[config.mk]
export PLATFORM = sky130hd
export DESIGN_NAME = stopwatch_set_controller
export DESIGN_NICKNAME = d
export VERILOG_FILES = /design/src/rtl/stopwatch_set_controller_pkg.sv /design/src/rtl/stopwatch_set_controller_bcd_digit_stepper.sv /design/src/rtl/stopwatch_set_controller.sv
export SDC_FILE = /design/constraint.sdc
export NUM_CORES = 1
export LEC_CHECK = 0
export BUFFER_PORTS_ARGS = -buffer_cell sky130_fd_sc_hd__buf_2
export CAP_MARGIN = 10
export CORE_MARGIN = 3
export CORE_UTILIZATION = 45
export DETAILED_ROUTE_END_ITERATION = 8
export GPL_TIMING_DRIVEN = 0
export HOLD_SLACK_MARGIN = 0.12
export PLACE_DENSITY = 0.66
export SLEW_MARGIN = 5
export SYNTH_ARGS = -nofsm -noshare
export SYNTH_HDL_FRONTEND = slang
export SYNTH_SLANG_ARGS = --single-unit
[constraint.sdc]
create_clock -name clk -period 7.3 [get_ports clk]
set_input_delay 1.46 -clock clk [delete_from_list [all_inputs] [get_ports clk]]
set_output_delay 1.46 -clock clk [all_outputs]
set_load 0.02 [all_outputs]
[src/rtl/stopwatch_set_controller_pkg.sv]
// stopwatch_set_controller_pkg: shared state encoding and digit constants
package stopwatch_set_controller_pkg;
  localparam int DIGIT_WIDTH = 4;
  localparam logic [15:0] DEFAULT_DIGIT_MAX = 16'h5959;
  typedef enum logic [1:0] {
    IDLE   = 2'd0,
    EDIT   = 2'd1,
    COMMIT = 2'd2
  } state_t;
endpackage

[src/rtl/stopwatch_set_controller_bcd_digit_stepper.sv]
// bcd_digit_stepper: wrap-around increment/decrement of one bounded BCD digit
module bcd_digit_stepper
  import stopwatch_set_controller_pkg::*;
(
  input  logic [DIGIT_WIDTH-1:0] digit,
  input  logic [DIGIT_WIDTH-1:0] max_digit,
  input  logic                   inc,
  input  logic                   dec,
  output logic [DIGIT_WIDTH-1:0] next_digit
);
  // Out-of-range digits snap to 0 on inc and to max on dec
  always_comb
    next_digit = (inc && !dec) ? ((digit >= max_digit) ? '0 : digit + 1'b1) :
                 (dec && !inc) ? ((digit == '0 || digit > max_digit) ? max_digit : digit - 1'b1) :
                 digit;
endmodule

[src/rtl/stopwatch_set_controller.sv]
// stopwatch_set_controller: set-mode sequencer that edits BCD digits and commits them via a load strobe
module stopwatch_set_controller
  import stopwatch_set_controller_pkg::*;
#(
  parameter int NUMBER_OF_DIGITS = 4,
  parameter logic [NUMBER_OF_DIGITS*DIGIT_WIDTH-1:0] DIGIT_MAX = DEFAULT_DIGIT_MAX,
  parameter int TIMEOUT_CYCLES = 1_000_000_000
) (
  input  logic                                clk,
  input  logic                                rst,
  input  logic                                btn_mode,
  input  logic                                btn_next,
  input  logic                                btn_inc,
  input  logic                                btn_dec,
  input  logic                                run_active,
  input  logic [NUMBER_OF_DIGITS*DIGIT_WIDTH-1:0] running_number,
  output logic [NUMBER_OF_DIGITS*DIGIT_WIDTH-1:0] display_number,
  output logic                                set_mode,
  output logic [NUMBER_OF_DIGITS-1:0]         edit_mask,
  output logic [NUMBER_OF_DIGITS*DIGIT_WIDTH-1:0] load_value,
  output logic                                load_strobe,
  output logic                                timeout_abort
);
  localparam int W = NUMBER_OF_DIGITS * DIGIT_WIDTH;
  localparam int IW = NUMBER_OF_DIGITS > 1 ? $clog2(NUMBER_OF_DIGITS) : 1;
  localparam int TW = TIMEOUT_CYCLES > 1 ? $clog2(TIMEOUT_CYCLES) : 1;
  localparam logic [IW-1:0] LAST = IW'(NUMBER_OF_DIGITS - 1);
  localparam logic [TW-1:0] T_END = TW'(TIMEOUT_CYCLES - 1);
  state_t state, state_nx;
  logic [W-1:0] edit_buf;
  logic [IW-1:0] edit_idx;
  logic [TW-1:0] timer;
  logic any_btn, start, expire;
  logic [DIGIT_WIDTH-1:0] digit_nx;
  assign any_btn = btn_mode | btn_next | btn_inc | btn_dec;
  bcd_digit_stepper u_stepper (
    .digit      (edit_buf[edit_idx*DIGIT_WIDTH +: DIGIT_WIDTH]),
    .max_digit  (DIGIT_MAX[edit_idx*DIGIT_WIDTH +: DIGIT_WIDTH]),
    .inc        (btn_inc),
    .dec        (btn_dec),
    .next_digit (digit_nx)
  );
  always_comb begin
    state_nx = state;
    start = 1'b0;
    expire = 1'b0;
    unique case (state)
      IDLE: begin
        start = btn_mode && !run_active;
        state_nx = start ? EDIT : IDLE;
      end
      EDIT: begin
        expire = !any_btn && timer == T_END;
        state_nx = btn_mode ? COMMIT : expire ? IDLE : EDIT;
      end
      default: state_nx = IDLE;
    endcase
  end
  always_ff @(posedge clk)
    if (rst) state <= IDLE;
    else state <= state_nx;
  always_ff @(posedge clk) begin
    if (rst) begin
      edit_buf <= '0;
      edit_idx <= LAST;
      timer <= '0;
      load_value <= '0;
      timeout_abort <= 1'b0;
    end else begin
      timeout_abort <= expire;
      if (start) begin
        edit_buf <= running_number;
        edit_idx <= LAST;
        timer <= '0;
      end else if (state == EDIT && btn_mode) begin
        load_value <= edit_buf;
        timer <= '0;
      end else if (state == EDIT) begin
        timer <= (any_btn || expire) ? '0 : timer + 1'b1;
        if (btn_next) edit_idx <= (edit_idx == '0) ? LAST : edit_idx - 1'b1;
        else edit_buf[edit_idx*DIGIT_WIDTH +: DIGIT_WIDTH] <= digit_nx;
      end
    end
  end
  assign set_mode = state == EDIT;
  assign load_strobe = state == COMMIT;
  assign edit_mask = set_mode ? NUMBER_OF_DIGITS'(1) << edit_idx : '0;
  assign display_number = (state == IDLE) ? running_number : edit_buf;
endmodule
==> run metrics, run 1 <==
Worst Skew 10.2 ps; Post-synth EDFFs 0; CTS tree built; Hold Crit Start load_value[7]; drt wl/cell 15.8 um; Area growth syn-to-layout 17.7%; pwr/cell area 204 nW/um2; CORE AREA 8260 um2; VDD IR max 99.7 uV; Post-Synthesis Cells 471; Worst EP arrival 2310 ps; ranking of synthesized cells by area dfxtp_1 (35%), nand2_1 (7.5%), nor2_1 (6.4%), mux2_2 (4.7%), ha_1 (3.9%); Final Cycle Share 51.6%; initial DRC count 261; clk_lat worst skew 350 ps; antenna viol nets, final 0; Seq cells post-synth 67; Yosys Warn Count 0; min-delay worst type reg2reg; Synth area leader dfxtp_1; Non-Filler Instances 652; WL final 10300 um; GRT Total Usage 21.1%; Sum Neg Setup Slack 0 ps; Achievable Freq 265 MHz; routability congestion estimate 0.914; share of the synthesized area in the top cell type 35.0%; fillcell total 797; pre-CTS setup slack 3850 ps; asr flop ratio synth 0%; area of the multi-input gates 2300 um2; unrepaired setup endpoints after global routing no; TritonCTS Buffers 9; Worst setup SP type flop; Die H 98.3 um; Final Hold Vio Count 0; commonest non-fill, non-tap cell in the layout nand2_1; layout cells sized above 1 21.4%; CP max FO 10; Rows 33; total power 920 uW; first-pass GRT wire length 16600 um; CP Class reg2out; R2R Path Start edit_idx[0]; Worst setup EP type primary output; vias after detailed routing 3664; post_cts resized 0; total global routing overflow 0; most frequent cells in the layout nand2_1 (77), dfxtp_1 (67), nor2_1 (65); # diodes 0; Root Driver clkbuf_8; synthesized net count 506; first-pass iteration count of the detailed router 5; Leakage 0.00182 uW; area of the mapped netlist 3830 um2; hpwl dp 7630 um; die width 98.3 um; Final min period 3770 ps; CTS H-tree lvls 3; fin. max-slew vios 0; clk slew on worst S/H paths 70 ps; full die area 9670 um2; vias in the first global route 3434; IO buf count 60; initial antenna violation count 0; Post-CTS Setup Bufs 0; Mean Syn Cell Area 8.14 um2; clk sink count 67; register area share after synthesis 35.0%; Vias/cell 5.62; Slew HR 28.8%; Final WS setup 3530 ps; placed cells 636; Critical Path Source state[0]; DRC viols 0; Clock Path Buffers 2; Top FF cell, synth dfxtp_1; largest net degree at the start of global routing 13; Synth cell types 57; Starting Density 46.4%; num ports 62; reported max-cap violation count 0; Worst Path Required 5840 ps; storage element area 1340 um2; Final Util 54.7%; Worst-Margin Slew 1060 ps; Final setup viols 0; status complete, no violations; nets 577; Post-CTS Hold Buffers 0
through the flow:
step,area [um2],hold slack [ps]
after global routing,4520,476
after CTS,4520,453
after detailed placement,4270,444
after global placement,4270,442
after floorplan,3830,447
final,4520,451
Yosys cell counts (all sizes together), types with 5 or more instances:
cell type	number
xnor2	11
dfxtp	67
a21oi	27
buf	5
o21ai	21
nand3	20
a31oi	6
inv	13
clkbuf	15
ha	12
xor2	17
nand2	77
nor3	10
and2	6
and3	8
nor2	65
nand2b	5
mux2	16
a311oi	6
nand4	12
area by class of cell:
| type | instances | area share (%) |
|---|---|---|
| sequential | 67 | 29.7 |
| clock inverter | 6 | 2.47 |
| tap | 105 | 2.91 |
| clock buffer | 10 | 3.05 |
| buffer | 22 | 3.21 |
| multi-input combinational | 369 | 50.9 |
| inverter | 13 | 1.08 |
| timing repair buffer | 60 | 6.65 |
cells by family (layout without fill, tap and decap cells):
logic type | count (synthesis) | in the layout | share of synthesized area, %
mux | 23 | 23 | 8.03
compound gates | 82 | 82 | 14.1
simple gates | 224 | 224 | 27.5
fa+ha+maj | 12 | 12 | 3.92
flops | 67 | 67 | 35.0
xor+xnor | 28 | 28 | 6.39
buf+inv | 35 | 111 | 5.06
path summary, 6_finish.rpt:
check	slack, ps	endpoint	cells past startpoint
worst max-delay path	3530	display_number[14]	4
worst min-delay path	450	load_value[7]	2
worst max register to register	3850	edit_buf[7]	10
worst min register to register	450	load_value[7]	2
routing by layer:
layer  global-route usage [%]  vias to the layer above  wire, um
li1                         -                     1810         -
met3                     4.43                       25       574
met2                     34.8                      134      4960
met4                     9.03                        0       241
met1                     26.6                     1695      4530
met5                        0                        -         0
sequential cells by signal, summed over array words and instances, names as in the netlist:
name           flops
edit_buf          16
edit_idx           2
load_value        16
state              2
timeout_abort      1
timer             30
critical path, cell delays in order (launching register included):
cell,delay (ps)
dfxtp_1,370
nor2_1,530
clkbuf_1,510
mux2_2,400
buf_2,160
power by group:
part	total, uW	switching (uW)	internal [uW]
Clock	387	150	237
Sequential	381	8.77	372
Combinational	152	93.8	58.6
Total	920	252	667
No activity file was read; power rests on OpenSTA's default activity.
==> run 2, diff against run 1 <==
--- a/config.mk
+++ b/config.mk
@@ -12,7 +12,7 @@
 export DETAILED_ROUTE_END_ITERATION = 8
 export GPL_TIMING_DRIVEN = 0
 export HOLD_SLACK_MARGIN = 0.12
-export PLACE_DENSITY = 0.66
+export PLACE_DENSITY = 0.68
 export SLEW_MARGIN = 5
 export SYNTH_ARGS = -nofsm -noshare
 export SYNTH_HDL_FRONTEND = slang
==> constraint.sdc (replaced) <==
create_clock -name clk -period 3.2 [get_ports clk]
set_input_delay 0.64 -clock clk [delete_from_list [all_inputs] [get_ports clk]]
set_output_delay 0.64 -clock clk [all_outputs]
set_load 0.02 [all_outputs]
==> run metrics, run 2 (same netlist as run 1, synthesis figures left out) <==
first-pass iteration count of the detailed router 5 (unchanged); total global routing overflow 0 (unchanged); Critical Path Source edit_idx[0] (was state[0]); Setup crit end edit_buf[8] (was display_number[14]); pwr/cell area 420 nW/um2 (was 204 nW/um2); Final setup viols 0 (unchanged); CP Depth 10 (was 4); max reg flops 30 (unchanged); Worst Path Required 3470 ps (was 5840 ps); Worst setup EP type flop (was primary output); crit path buf inv count 2 (unchanged); DRC viols 0 (unchanged); Slew HR 37.8% (was 28.8%); worst reg2reg path depth 10 (unchanged); num ports 62 (unchanged); CP peak stage delay 510 ps (was 530 ps); FF-to-FF End edit_buf[8] (was edit_buf[7]); layout cells sized above 1 22.7% (was 21.4%); Leakage 0.00178 uW (was 0.00182 uW); antenna viol nets, final 0 (unchanged); Worst EP arrival 3350 ps (was 2310 ps); first-pass GRT wire length 16900 um (was 16600 um); Starting Density 46.4% (unchanged); reg2reg setup slack 120 ps (was 3850 ps); CTS tree built (unchanged); hpwl dp 7610 um (was 7630 um); CP top delay family compound AO/OA/AOI/OAI gates (was buffers and inverters); Largest Register timer (unchanged); Area growth syn-to-layout 17.0% (was 17.7%); clk_lat worst skew 340 ps (was 350 ps); largest net degree at the start of global routing 14 (was 13); unrepaired setup endpoints after global routing yes (was no); Final WS setup 120 ps (was 3530 ps); Rows 33 (unchanged); final hold slack 452 ps (was 451 ps); TritonCTS Buffers 9 (unchanged); VDD IR max 237 uV (was 99.7 uV); CP max FO 10 (unchanged); CP Class reg2reg (was reg2out); clk sink count 67 (unchanged); commonest non-fill, non-tap cell in the layout nand2_1 (unchanged); vias after detailed routing 3658 (was 3664); # diodes 0 (unchanged); Final min period 3080 ps; pre-CTS setup slack -147 ps (was 3850 ps); routability congestion estimate 0.925 (was 0.914); CORE AREA 8260 um2 (unchanged); Worst-Margin Slew 924 ps (was 1060 ps); Die H 98.3 um (unchanged); nets 577 (unchanged); IO buf count 60 (unchanged); reported max-cap violation count 0 (unchanged); crit path max-delay cell type mux4_2 (was nor2_1); drt wl/cell 15.5 um (was 15.8 um); initial DRC count 152 (was 261); fin. max-slew vios 0 (unchanged); die width 98.3 um (unchanged); most frequent cells in the layout nand2_1 (77), dfxtp_1 (67), nor2_1 (65) (unchanged); initial antenna violation count 0 (unchanged); Root Driver clkbuf_8 (unchanged); Cell Chain, Critical Path buf_6 > mux4_2 > clkbuf_8 > ha_1 > nor2_1 > a31oi_2 > nand2_1 > a311oi_4 > o21ai_0 > a31oi_1 (was nor2_1 > clkbuf_1 > mux2_2 > buf_2); Final Cycle Share 96.2%; full die area 9670 um2 (unchanged); R2R Path Start edit_idx[0] (unchanged); clk slew on worst S/H paths 80 ps (was 70 ps); min-delay worst type reg2reg (unchanged); vias in the first global route 3618 (was 3434); CTS H-tree lvls 3 (unchanged); Achievable Freq 325 MHz; Final Hold Vio Count 0 (unchanged); total power 1880 uW (was 920 uW); status complete, no violations (unchanged); Vias/cell 5.61 (was 5.62); GRT Total Usage 21.3% (was 21.1%); Worst Skew 5.46 ps (was 10.2 ps); WL final 10100 um (was 10300 um); biggest regs timer: 30 flops, edit_buf: 16 flops, load_value: 16 flops (unchanged); Worst setup SP type flop (unchanged); Clock Path Buffers 2 (unchanged)
[run 2: cell count changes in the layout (fill, tap and decap cells not counted), sizes merged]
cell | previous run | this run
clkinvlp | 1 | 3
bufinv | 3 | 0
inv | 14 | 15
[run 2: how the worst min path moves through the flow]
stage | from | to | slack, ps | depth (start not counted)
2_1_floorplan | edit_buf[4] | load_value[4] | 450 | 2
3_3_place_gp | load_value[7] | load_value[7] | 440 | 2
3_5_place_dp | load_value[7] | load_value[7] | 440 | 2
4_1_cts | load_value[7] | load_value[7] | 450 | 2
5_1_grt | load_value[7] | load_value[7] | 470 | 2
6_report | load_value[7] | load_value[7] | 450 | 2
[run 2: repair_timing]
action,CTS,global route
setup endpoints to repair,7,16
pin swaps,0,0
gates resized for setup,2,8
setup buffers,0,0
hold buffers,0,0
hold endpoints to repair,0,0
[run 2: metrics by stage]
stage / std cells / instance area (um2) / utilization, % / TNS, ps
6_report: 652 / 4490 / 54.3 / 0
5_1_grt: 652 / 4490 / 54.3 / -162
4_1_cts: 652 / 4460 / 54.0 / 0
3_5_place_dp: 636 / 4270 / 51.7 / -562
3_3_place_gp: 636 / 4270 / 51.7 / -361
2_1_floorplan: 471 / 3830 / - / 0
[run 2: area by class of cell]
class,count,area (um2)
tap,105,131
clock inverter,6,48.8
fill,790,3770
sequential,67,1340
clock buffer,10,138
timing repair buffer,60,300
inverter,13,48.8
buffer,22,145
multi-input combinational,369,2330
[run 2: worst reg2reg max path, delay by kind of cell (launching register included)]
kind,cells,cell delay (ps)
DFF,1,440
muxes,1,520
AOI/OAI and AO/OA,4,970
buffers and inverters,2,370
adders and majority gates,1,390
and+or+nand+nor,2,320
[run 2: report_power, final]
| part | switching, uW | total (uW) | internal, uW |
|---|---|---|---|
| Combinational | 221 | 361 | 140 |
| Clock | 345 | 653 | 309 |
| Sequential | 20.4 | 869 | 848 |
| Total | 586 | 1880 | 1300 |
[run 2: routing by layer]
metal | up-vias | track usage (%) | share of wire [%]
met2 | 116 | 35.9 | 49
met4 | 0 | 8.61 | 2.6
met3 | 23 | 6.07 | 6.0
met1 | 1714 | 25.4 | 42
li1 | 1805 | - | -
met5 | - | 0 | 0
